--- src/rtl/uart_autobaud_pkg.sv ---
// Shared types and widths for the UART auto-baud controller.
package uart_autobaud_pkg;

    localparam int unsigned BAUD_W = 13;
    localparam int unsigned FRAC_W = 3;
    localparam int unsigned CNT_W  = 21;

    localparam logic [1:0] ERR_NONE     = 2'b00;
    localparam logic [1:0] ERR_TIMEOUT  = 2'b01;
    localparam logic [1:0] ERR_OVERFLOW = 2'b10;
    localparam logic [1:0] ERR_TOO_FAST = 2'b11;

    typedef enum logic [2:0] {
        StIdle,
        StArm,
        StWaitStart,
        StMeasure,
        StCompute,
        StLocked,
        StError
    } state_t;

endpackage

--- src/rtl/uart_rx_edge_sync.sv ---
// rx synchronizer with optional 3-tap majority filter (AUTOBAUD_GLITCH_FILTER_EN) and fall detect.
module uart_rx_edge_sync (
    input  logic clk,
    input  logic aresetn,
    input  logic rx,
    output logic rx_s,
    output logic fall
);

    logic [1:0] sync_q;
    logic       prev_q;

    always_ff @(posedge clk or negedge aresetn) begin
        if (!aresetn) begin
            sync_q <= 2'b11;
        end else begin
            sync_q <= {sync_q[0], rx};
        end
    end

`ifdef AUTOBAUD_GLITCH_FILTER_EN
    logic [1:0] tap_q;
    logic       filt_q;

    // Majority over the synced sample and two older taps: 2 clk delay on both edges.
    always_ff @(posedge clk or negedge aresetn) begin
        if (!aresetn) begin
            tap_q  <= 2'b11;
            filt_q <= 1'b1;
        end else begin
            tap_q  <= {tap_q[0], sync_q[1]};
            filt_q <= (sync_q[1] & tap_q[0]) | (sync_q[1] & tap_q[1]) | (tap_q[0] & tap_q[1]);
        end
    end

    assign rx_s = filt_q;
`else
    assign rx_s = sync_q[1];
`endif

    always_ff @(posedge clk or negedge aresetn) begin
        if (!aresetn) begin
            prev_q <= 1'b1;
        end else begin
            prev_q <= rx_s;
        end
    end

    assign fall = prev_q & ~rx_s;

endmodule

--- src/rtl/uart_autobaud_ctrl.sv ---
// Auto-baud measurement on a 0x55 sync char, or manual pass-through of the baud registers.
// Optional rx glitch filter enabled by defining AUTOBAUD_GLITCH_FILTER_EN.
module uart_autobaud_ctrl
    import uart_autobaud_pkg::*;
#(
    parameter logic [23:0] TIMEOUT  = 24'hFFFFFF,
    parameter int unsigned IDLE_MIN = 16
) (
    input  logic              clk,
    input  logic              aresetn,
    input  logic              rx,
    input  logic              auto_en,
    input  logic              start,
    input  logic [BAUD_W-1:0] baud_val_cfg,
    input  logic [FRAC_W-1:0] baud_frac_cfg,
    output logic [BAUD_W-1:0] baud_val,
    output logic [FRAC_W-1:0] baud_val_fraction,
    output logic              busy,
    output logic              locked,
    output logic              err,
    output logic [1:0]        err_code
);

    localparam logic [15:0] IDLE_LAST = 16'(IDLE_MIN - 1);

    state_t            state_q, state_d;
    logic [23:0]       timer_q, timer_d;
    logic [15:0]       idle_q, idle_d;
    logic [CNT_W-1:0]  n_q, n_d;
    logic [1:0]        edges_q, edges_d;
    logic [BAUD_W-1:0] baud_q, baud_d;
    logic [FRAC_W-1:0] frac_q, frac_d;
    logic              busy_q, busy_d;
    logic              locked_q, locked_d;
    logic              err_q, err_d;
    logic [1:0]        code_q, code_d;
    logic              rx_s;
    logic              fall;

    uart_rx_edge_sync u_edge_sync (
        .clk     (clk),
        .aresetn (aresetn),
        .rx      (rx),
        .rx_s    (rx_s),
        .fall    (fall)
    );

    always_comb begin
        state_d  = state_q;
        timer_d  = timer_q;
        idle_d   = idle_q;
        n_d      = n_q;
        edges_d  = edges_q;
        baud_d   = baud_q;
        frac_d   = frac_q;
        busy_d   = busy_q;
        locked_d = locked_q;
        err_d    = err_q;
        code_d   = code_q;

        if (!auto_en) begin
            state_d  = StIdle;
            baud_d   = baud_val_cfg;
            frac_d   = baud_frac_cfg;
            busy_d   = 1'b0;
            locked_d = 1'b0;
            err_d    = 1'b0;
            code_d   = ERR_NONE;
        end else begin
            case (state_q)
                StIdle, StLocked, StError: begin
                    if (start) begin
                        state_d  = StArm;
                        busy_d   = 1'b1;
                        locked_d = 1'b0;
                        err_d    = 1'b0;
                        code_d   = ERR_NONE;
                        timer_d  = '0;
                        idle_d   = '0;
                    end
                end
                StArm: begin
                    timer_d = timer_q + 24'd1;
                    if (timer_q == TIMEOUT) begin
                        state_d = StError;
                        busy_d  = 1'b0;
                        err_d   = 1'b1;
                        code_d  = ERR_TIMEOUT;
                    end else if (rx_s) begin
                        if (idle_q == IDLE_LAST) begin
                            state_d = StWaitStart;
                        end else begin
                            idle_d = idle_q + 16'd1;
                        end
                    end else begin
                        idle_d = '0;
                    end
                end
                StWaitStart: begin
                    timer_d = timer_q + 24'd1;
                    if (timer_q == TIMEOUT) begin
                        state_d = StError;
                        busy_d  = 1'b0;
                        err_d   = 1'b1;
                        code_d  = ERR_TIMEOUT;
                    end else if (fall) begin
                        n_d     = '0;
                        edges_d = '0;
                        state_d = StMeasure;
                    end
                end
                StMeasure: begin
                    // The 4th fall also counts its own cycle, so N spans exactly 8 bit periods.
                    n_d = n_q + 21'd1;
                    if (n_d[CNT_W-1]) begin
                        state_d = StError;
                        busy_d  = 1'b0;
                        err_d   = 1'b1;
                        code_d  = ERR_OVERFLOW;
                    end else if (fall) begin
                        if (edges_q == 2'd3) begin
                            state_d = StCompute;
                        end else begin
                            edges_d = edges_q + 2'd1;
                        end
                    end
                end
                StCompute: begin
                    if (n_q[19:7] == '0) begin
                        state_d = StError;
                        busy_d  = 1'b0;
                        err_d   = 1'b1;
                        code_d  = ERR_TOO_FAST;
                    end else begin
                        baud_d   = n_q[19:7] - 13'd1;
                        frac_d   = n_q[6:4];
                        locked_d = 1'b1;
                        busy_d   = 1'b0;
                        state_d  = StLocked;
                    end
                end
                default: state_d = StIdle;
            endcase
        end
    end

    always_ff @(posedge clk or negedge aresetn) begin
        if (!aresetn) begin
            state_q  <= StIdle;
            timer_q  <= '0;
            idle_q   <= '0;
            n_q      <= '0;
            edges_q  <= '0;
            baud_q   <= '0;
            frac_q   <= '0;
            busy_q   <= 1'b0;
            locked_q <= 1'b0;
            err_q    <= 1'b0;
            code_q   <= ERR_NONE;
        end else begin
            state_q  <= state_d;
            timer_q  <= timer_d;
            idle_q   <= idle_d;
            n_q      <= n_d;
            edges_q  <= edges_d;
            baud_q   <= baud_d;
            frac_q   <= frac_d;
            busy_q   <= busy_d;
            locked_q <= locked_d;
            err_q    <= err_d;
            code_q   <= code_d;
        end
    end

    assign baud_val          = baud_q;
    assign baud_val_fraction = frac_q;
    assign busy              = busy_q;
    assign locked            = locked_q;
    assign err               = err_q;
    assign err_code          = code_q;

endmodule

--- config.mk ---
export PLATFORM = sky130hd
export DESIGN_NAME = uart_autobaud_ctrl
export DESIGN_NICKNAME = d
export VERILOG_FILES = /design/src/rtl/uart_autobaud_pkg.sv /design/src/rtl/uart_rx_edge_sync.sv /design/src/rtl/uart_autobaud_ctrl.sv
export SDC_FILE = /design/constraint.sdc
export NUM_CORES = 1
export LEC_CHECK = 0
export BUFFER_PORTS_ARGS = -buffer_cell sky130_fd_sc_hd__buf_2
export CORE_MARGIN = 2
export CORE_UTILIZATION = 60
export CTS_BUF_LIST = sky130_fd_sc_hd__clkbuf_4
export CTS_CLUSTER_DIAMETER = 40
export DETAILED_ROUTE_END_ITERATION = 16
export HOLD_SLACK_MARGIN = 0.05
export PLACE_DENSITY_LB_ADDON = 0.1
export SYNTH_ARGS = -nofsm -noshare
export SYNTH_HDL_FRONTEND = slang
export SYNTH_SLANG_ARGS = --single-unit
--- constraint.sdc ---
create_clock -name clk -period 7.4 [get_ports clk]
set_input_delay 1.48 -clock clk [delete_from_list [all_inputs] [get_ports clk]]
set_output_delay 1.48 -clock clk [all_outputs]
set_load 0.02 [all_outputs]
==> reports/metrics.yaml, run 1 <==
cts_sinks: 90
whs_endpoint: "u_edge_sync.sync_q[1]$_DFF_PN1_"
drive_above_1_share_pct: 13.5
antenna_found_initial: 0
synth_flop_cell: "dfrtp_1"
max-clock-path-buffers: 2
cts_setup_buffers: 0
clkSlewWorstSetupHoldPaths_ps: 140
cts_max_level: 3
syn-mean-instance-area_um2: 9.17
synth_fp_nets: 568
syn2layout_area_growth_pct: 8.08
track_usage_pct: 25.2
vias: 3964
post-route-period-util_pct: 47.7
drv_slew: 0
yosysMostFrequentCell: "nor2_1"
die_area_mm2: 0.00900
synth_edf_count: 0
max_freq_ghz: 0.283
grt_pass1_vias: 3737
min_period_ps: 3530
wire_per_inst_um: 15.3
crit_path_end_kind: "flop"
root_buffer: "clkbuf_4"
post-route-util_pct: 66.1
pin_count: 42
fill_cells: 686
netlist_area_mm2: 0.00495
finalHoldViolCount: 0
clock_latency_ps: 450
worstPathArrival_ps: 3820
grt_pass1_wl_mm: 17.8
worst_pin_slew_ps: 1260
die_w_um: 94.9
powerDensity_mw_per_mm2: 224
ys_top_cells_by_area: "dfrtp_1, nor2_1, xor2_1"
io_buffers: 41
dp_hpwl_mm: 7.24
cts_tree: "done"
outcome: "complete, no violations"
crit_required_ps: 7690
met2_usage_pct: 39.9
grt_start_max_net_pins: 70
drtIter0Drc: 252
fin_hold_ws_ps: 368
drtPass1Iterations: 5
async_flop_share_pct: 100
maxSlewHeadroom_pct: 15.6
ys_ff_latch: 90
reg2reg_slack_ps: 4770
synthTopCellsByCount: "nor2_1, dfrtp_1, nand2_1, xor2_1, xnor2_1"
drc: 0
postCtsHoldBufs: 0
hold_start: "u_edge_sync.sync_q[0]$_DFF_PN1_"
viasPerCell: 5.86
seq_area_frac_synth_pct: 45.6
core_mm2: 0.00809
min_path_type: "reg -> reg"
setup.worst_path.class: "in -> reg"
initial_utilization_pct: 61.2
grt_use_met3_pct: 4.79
yosysWarnings: 0
cp_max_fo: 36
top_usage_layer: "met2"
setup_tns_ps: 0
r2r-start: "state_q[0]$_DFFE_PN0P_"
yosysUniqueCellTypes: 62
drt_wl_total_mm: 10.3
worst_setup_path_start_kind: "primary input"
routabilityCongestion: 0.856
synth_area_leader_cell: "dfrtp_1"
finClkSkew_ps: 21.2
reg2reg_depth: 4
cts_made_buffers: 9
synth_top_area_share_pct: 44.0
finalSetupViolations: 0
max_cap_viol_count: 0
drtAntennaViolNets: 0
fp.dieH_um: 94.9
rows: 33
power.leakage_nw: 2.46
grt_use_met1_pct: 36.1
diodes: 0
whs_path_depth: 0
reg2reg_to: "timer_q[4]$_DFFE_PN0P_"
syn_inst: 540
ctsResizeCount: 0
grt_setup_unrepaired: "no"
grt_overflow: 0
nNetsFinal: 595
ir_drop_uv: 162
[cells in the final DEF (no fill, tap or decap), types with 12 or more instances in the layout]
master	count
and3_1	14
inv_1	14
a21oi_1	20
xor2_1	30
nor2_1	88
buf_2	40
dfrtp_1	87
nor3_1	12
nand3_1	24
nand4_1	16
xnor2_1	25
o21ai_0	20
nand2_1	42
[power breakdown]
group | switching [mW] | internal (mW)
clock network | 0.162 | 0.110
logic | 0.211 | 0.125
registers | 0.0524 | 0.538
[per-layer routing]
metal | part of all wire, % | vias up
met1 | 49 | 1922
met2 | 46 | 82
met3 | 4.5 | 7
met5 | 0 | -
li1 | - | 1953
met4 | 0.96 | 0
[state kept, by name, indices dropped and copies added (netlist names)]
name,flops
timer_q,24
n_q,21
baud_val,13
u_edge_sync.prev_q,1
err,1
locked,1
err_code,2
baud_val_fraction,3
edges_q,2
busy,1
u_edge_sync.sync_q,2
state_q,3
idle_q,16
[logic make-up (layout without fill, tap and decap cells)]
family / after synthesis / count (layout) / synth area share, %
simple gates: 239 / 239 / 23.8
flops: 90 / 90 / 45.6
compound gates: 88 / 88 / 12.0
xor+xnor: 55 / 55 / 9.73
buf+inv: 43 / 75 / 3.36
mux: 16 / 16 / 3.41
fa+ha+maj: 9 / 9 / 2.17
[layout make-up]
cell class / count / area [um2] / area share (%)
clock buffer: 11 / 82.6 / 1.54
tap: 105 / 131 / 2.45
timing repair buffer: 45 / 238 / 4.44
clock inverter: 5 / 55.1 / 1.03
inverter: 14 / 52.6 / 0.982
sequential: 90 / 2260 / 42.1
multi-input combinational: 407 / 2540 / 47.4
[worst max-delay path by stage]
stage                  from                 endpoint  slack [ps]  depth (start not counted)
finish              auto_en   timer_q[4]$_DFFE_PN0P_        3870                          5
global route        auto_en   timer_q[7]$_DFFE_PN0P_        3530                          5
CTS                 auto_en  timer_q[17]$_DFFE_PN0P_        3910                          5
detailed placement  auto_en   timer_q[4]$_DFFE_PN0P_        3400                          5
global placement    auto_en  timer_q[20]$_DFFE_PN0P_        3530                          5
floorplan           auto_en  timer_q[22]$_DFFE_PN0P_        4310                          7
[worst max-delay path, cell delays in order]
cell and delay [ps]:
buf_2 500, a21boi_0 390, o211ai_1 280, nor2_1 1020, nor2_1 140
[stage by stage]
stage	instances	power [mW]	cell area [um2]	worst slack, ps
final	677	1.20	5350	3870
after global routing	677	1.28	5350	3530
after CTS	677	1.21	5350	3910
after detailed placement	661	0.934	5220	3400
after global placement	661	0.927	5220	3530
after floorplan	540	0.838	4950	4310
No activity file was read; power rests on OpenSTA's default activity.
==> run 2, diff against run 1 <==
--- a/config.mk
+++ b/config.mk
@@ -7,7 +7,7 @@
 export LEC_CHECK = 0
 export BUFFER_PORTS_ARGS = -buffer_cell sky130_fd_sc_hd__buf_2
 export CORE_MARGIN = 2
-export CORE_UTILIZATION = 60
+export CORE_UTILIZATION = 56
 export CTS_BUF_LIST = sky130_fd_sc_hd__clkbuf_4
 export CTS_CLUSTER_DIAMETER = 40
 export DETAILED_ROUTE_END_ITERATION = 16
==> constraint.sdc (replaced) <==
create_clock -name clk -period 3.06 [get_ports clk]
set_input_delay 0.612 -clock clk [delete_from_list [all_inputs] [get_ports clk]]
set_output_delay 0.612 -clock clk [all_outputs]
set_load 0.02 [all_outputs]
==> run 2 against run 1 <==
Against the previous run: critical endpoint is now idle_q[8]$_DFFE_PN0P_; via count decreased by 1.5%; largest cell class unchanged; non-clock buffer count grew 5; global-route usage fell by 2.3 points.
==> reports/metrics.yaml, run 2 (synthesis gave the netlist of run 1 again) <==
outcome: "complete, no violations"
clock_latency_ps: 440
max-clock-path-buffers: 2
max_freq_ghz: 0.370
syn2layout_area_growth_pct: 8.84
nNetsFinal: 600
dp_hpwl_mm: 7.47
postCtsHoldBufs: 0
cp_slowest_cell: "a21oi_1"
r2r-start: "state_q[0]$_DFFE_PN0P_"
rows: 34
cts_made_buffers: 9
max_cap_viol_count: 0
clkSlewWorstSetupHoldPaths_ps: 140
largest_reg_flops: 24
grt_pass1_wl_mm: 18.0
routabilityCongestion: 0.870
drt_wl_total_mm: 10.4
finalHoldViolCount: 0
worst_pin_slew_ps: 849
crit_buf_inv: 0
cp_max_fo: 13
wire_per_inst_um: 15.2
ir_drop_uv: 421
drive_above_1_share_pct: 13.9
top_regs: "timer_q (24), n_q (21), idle_q (16)"
core_mm2: 0.00864
diodes: 0
cts_tree: "done"
fp.dieH_um: 98.0
critPathMaxStageDelay_ps: 730
grt_setup_unrepaired: "no"
finalSetupViolations: 0
die_area_mm2: 0.00961
grt_start_max_net_pins: 49
ctsResizeCount: 0
crit_family: "compound AO/OA/AOI/OAI gates"
io_buffers: 41
post-route-period-util_pct: 88.3
regMostFlops: "timer_q"
vias: 3906
finClkSkew_ps: 16.5
grt_pass1_vias: 3731
powerDensity_mw_per_mm2: 525
min_period_ps: 2700
crit_path_end_kind: "flop"
worst_setup_path_start_kind: "flop"
drtAntennaViolNets: 0
crit_required_ps: 3400
drc: 0
worstPathArrival_ps: 3040
grt_overflow: 0
pin_count: 42
cts_max_level: 3
cts_sinks: 90
min_path_type: "in -> async"
root_buffer: "clkbuf_4"
layout_commonest_cell: "nor2_1"
post-route-util_pct: 62.4
antenna_found_initial: 0
crit_path_start: "state_q[0]$_DFFE_PN0P_"
path_cells: "nor3b_2, o41a_1, o211ai_1, a21oi_1, o22ai_1, a21o_1"
power.leakage_nw: 2.47
cts_setup_buffers: 0
maxSlewHeadroom_pct: 43.4
mostFrequentLayoutCells: "nor2_1, dfrtp_1, nand2_1"
viasPerCell: 5.70
setup_tns_ps: 0
die_w_um: 98.0
setup.worst_path.class: "reg -> reg"
initial_utilization_pct: 57.3
drv_slew: 0
drtIter0Drc: 226
track_usage_pct: 22.9
drtPass1Iterations: 4
## run 2: power by group
| group | switching [mW] | internal (mW) | total (mW) |
|---|---|---|---|
| Clock | 0.399 | 0.168 | 0.567 |
| Sequential | 0.113 | 1.30 | 1.41 |
| Combinational | 0.521 | 0.328 | 0.849 |
## run 2: path summary, 6_finish.rpt
| check | to | slack [ps] | cells after the start |
|---|---|---|---|
| max | idle_q[8]$_DFFE_PN0P_ | 360 | 6 |
| min | baud_val[11]$_DFFE_PN0P_ | 140 | 1 |
| max reg2reg | idle_q[8]$_DFFE_PN0P_ | 360 | 6 |
| min reg2reg | u_edge_sync.sync_q[1]$_DFF_PN1_ | 370 | 0 |
| max in group asynchronous | state_q[0]$_DFFE_PN0P_ | 2260 | 2 |
| min in group clk | u_edge_sync.sync_q[0]$_DFF_PN1_ | 260 | 1 |
## run 2: cell type report
cell class                      count  area, um2
Clock inverter                      6       33.8
Fill cell                         774       3250
Clock buffer                       10       75.1
Timing Repair Buffer               50        300
Tap cell                          108        135
Sequential cell                    90       2260
Inverter                           14       52.6
Multi-Input combinational cell    407       2540
## run 2: metrics by stage
stage	power, mW	setup slack (ps)	cells	hold WS, ps	area, um2
after detailed placement	2.29	397	669	358	5280
after global placement	2.27	538	669	357	5280
final	2.83	359	685	140	5390
after CTS	2.85	379	685	145	5390
after floorplan	2.03	708	540	316	4950
after global routing	3.02	120	685	158	5390
## run 2: worst register-to-register path: cells and delay by family (launching register included)
family          cells  cell delay [ps]
compound gates      5             1570
simple gates        1              430
flops               1              630
## run 2: routing by layer
layer | part of all wire (%) | up-vias | GRT usage [%]
met5 | 0 | - | 0
met3 | 3.7 | 16 | 4.29
li1 | - | 1967 | -
met2 | 44 | 73 | 34.4
met4 | 1.4 | 0 | 6.20
met1 | 51 | 1850 | 34.2
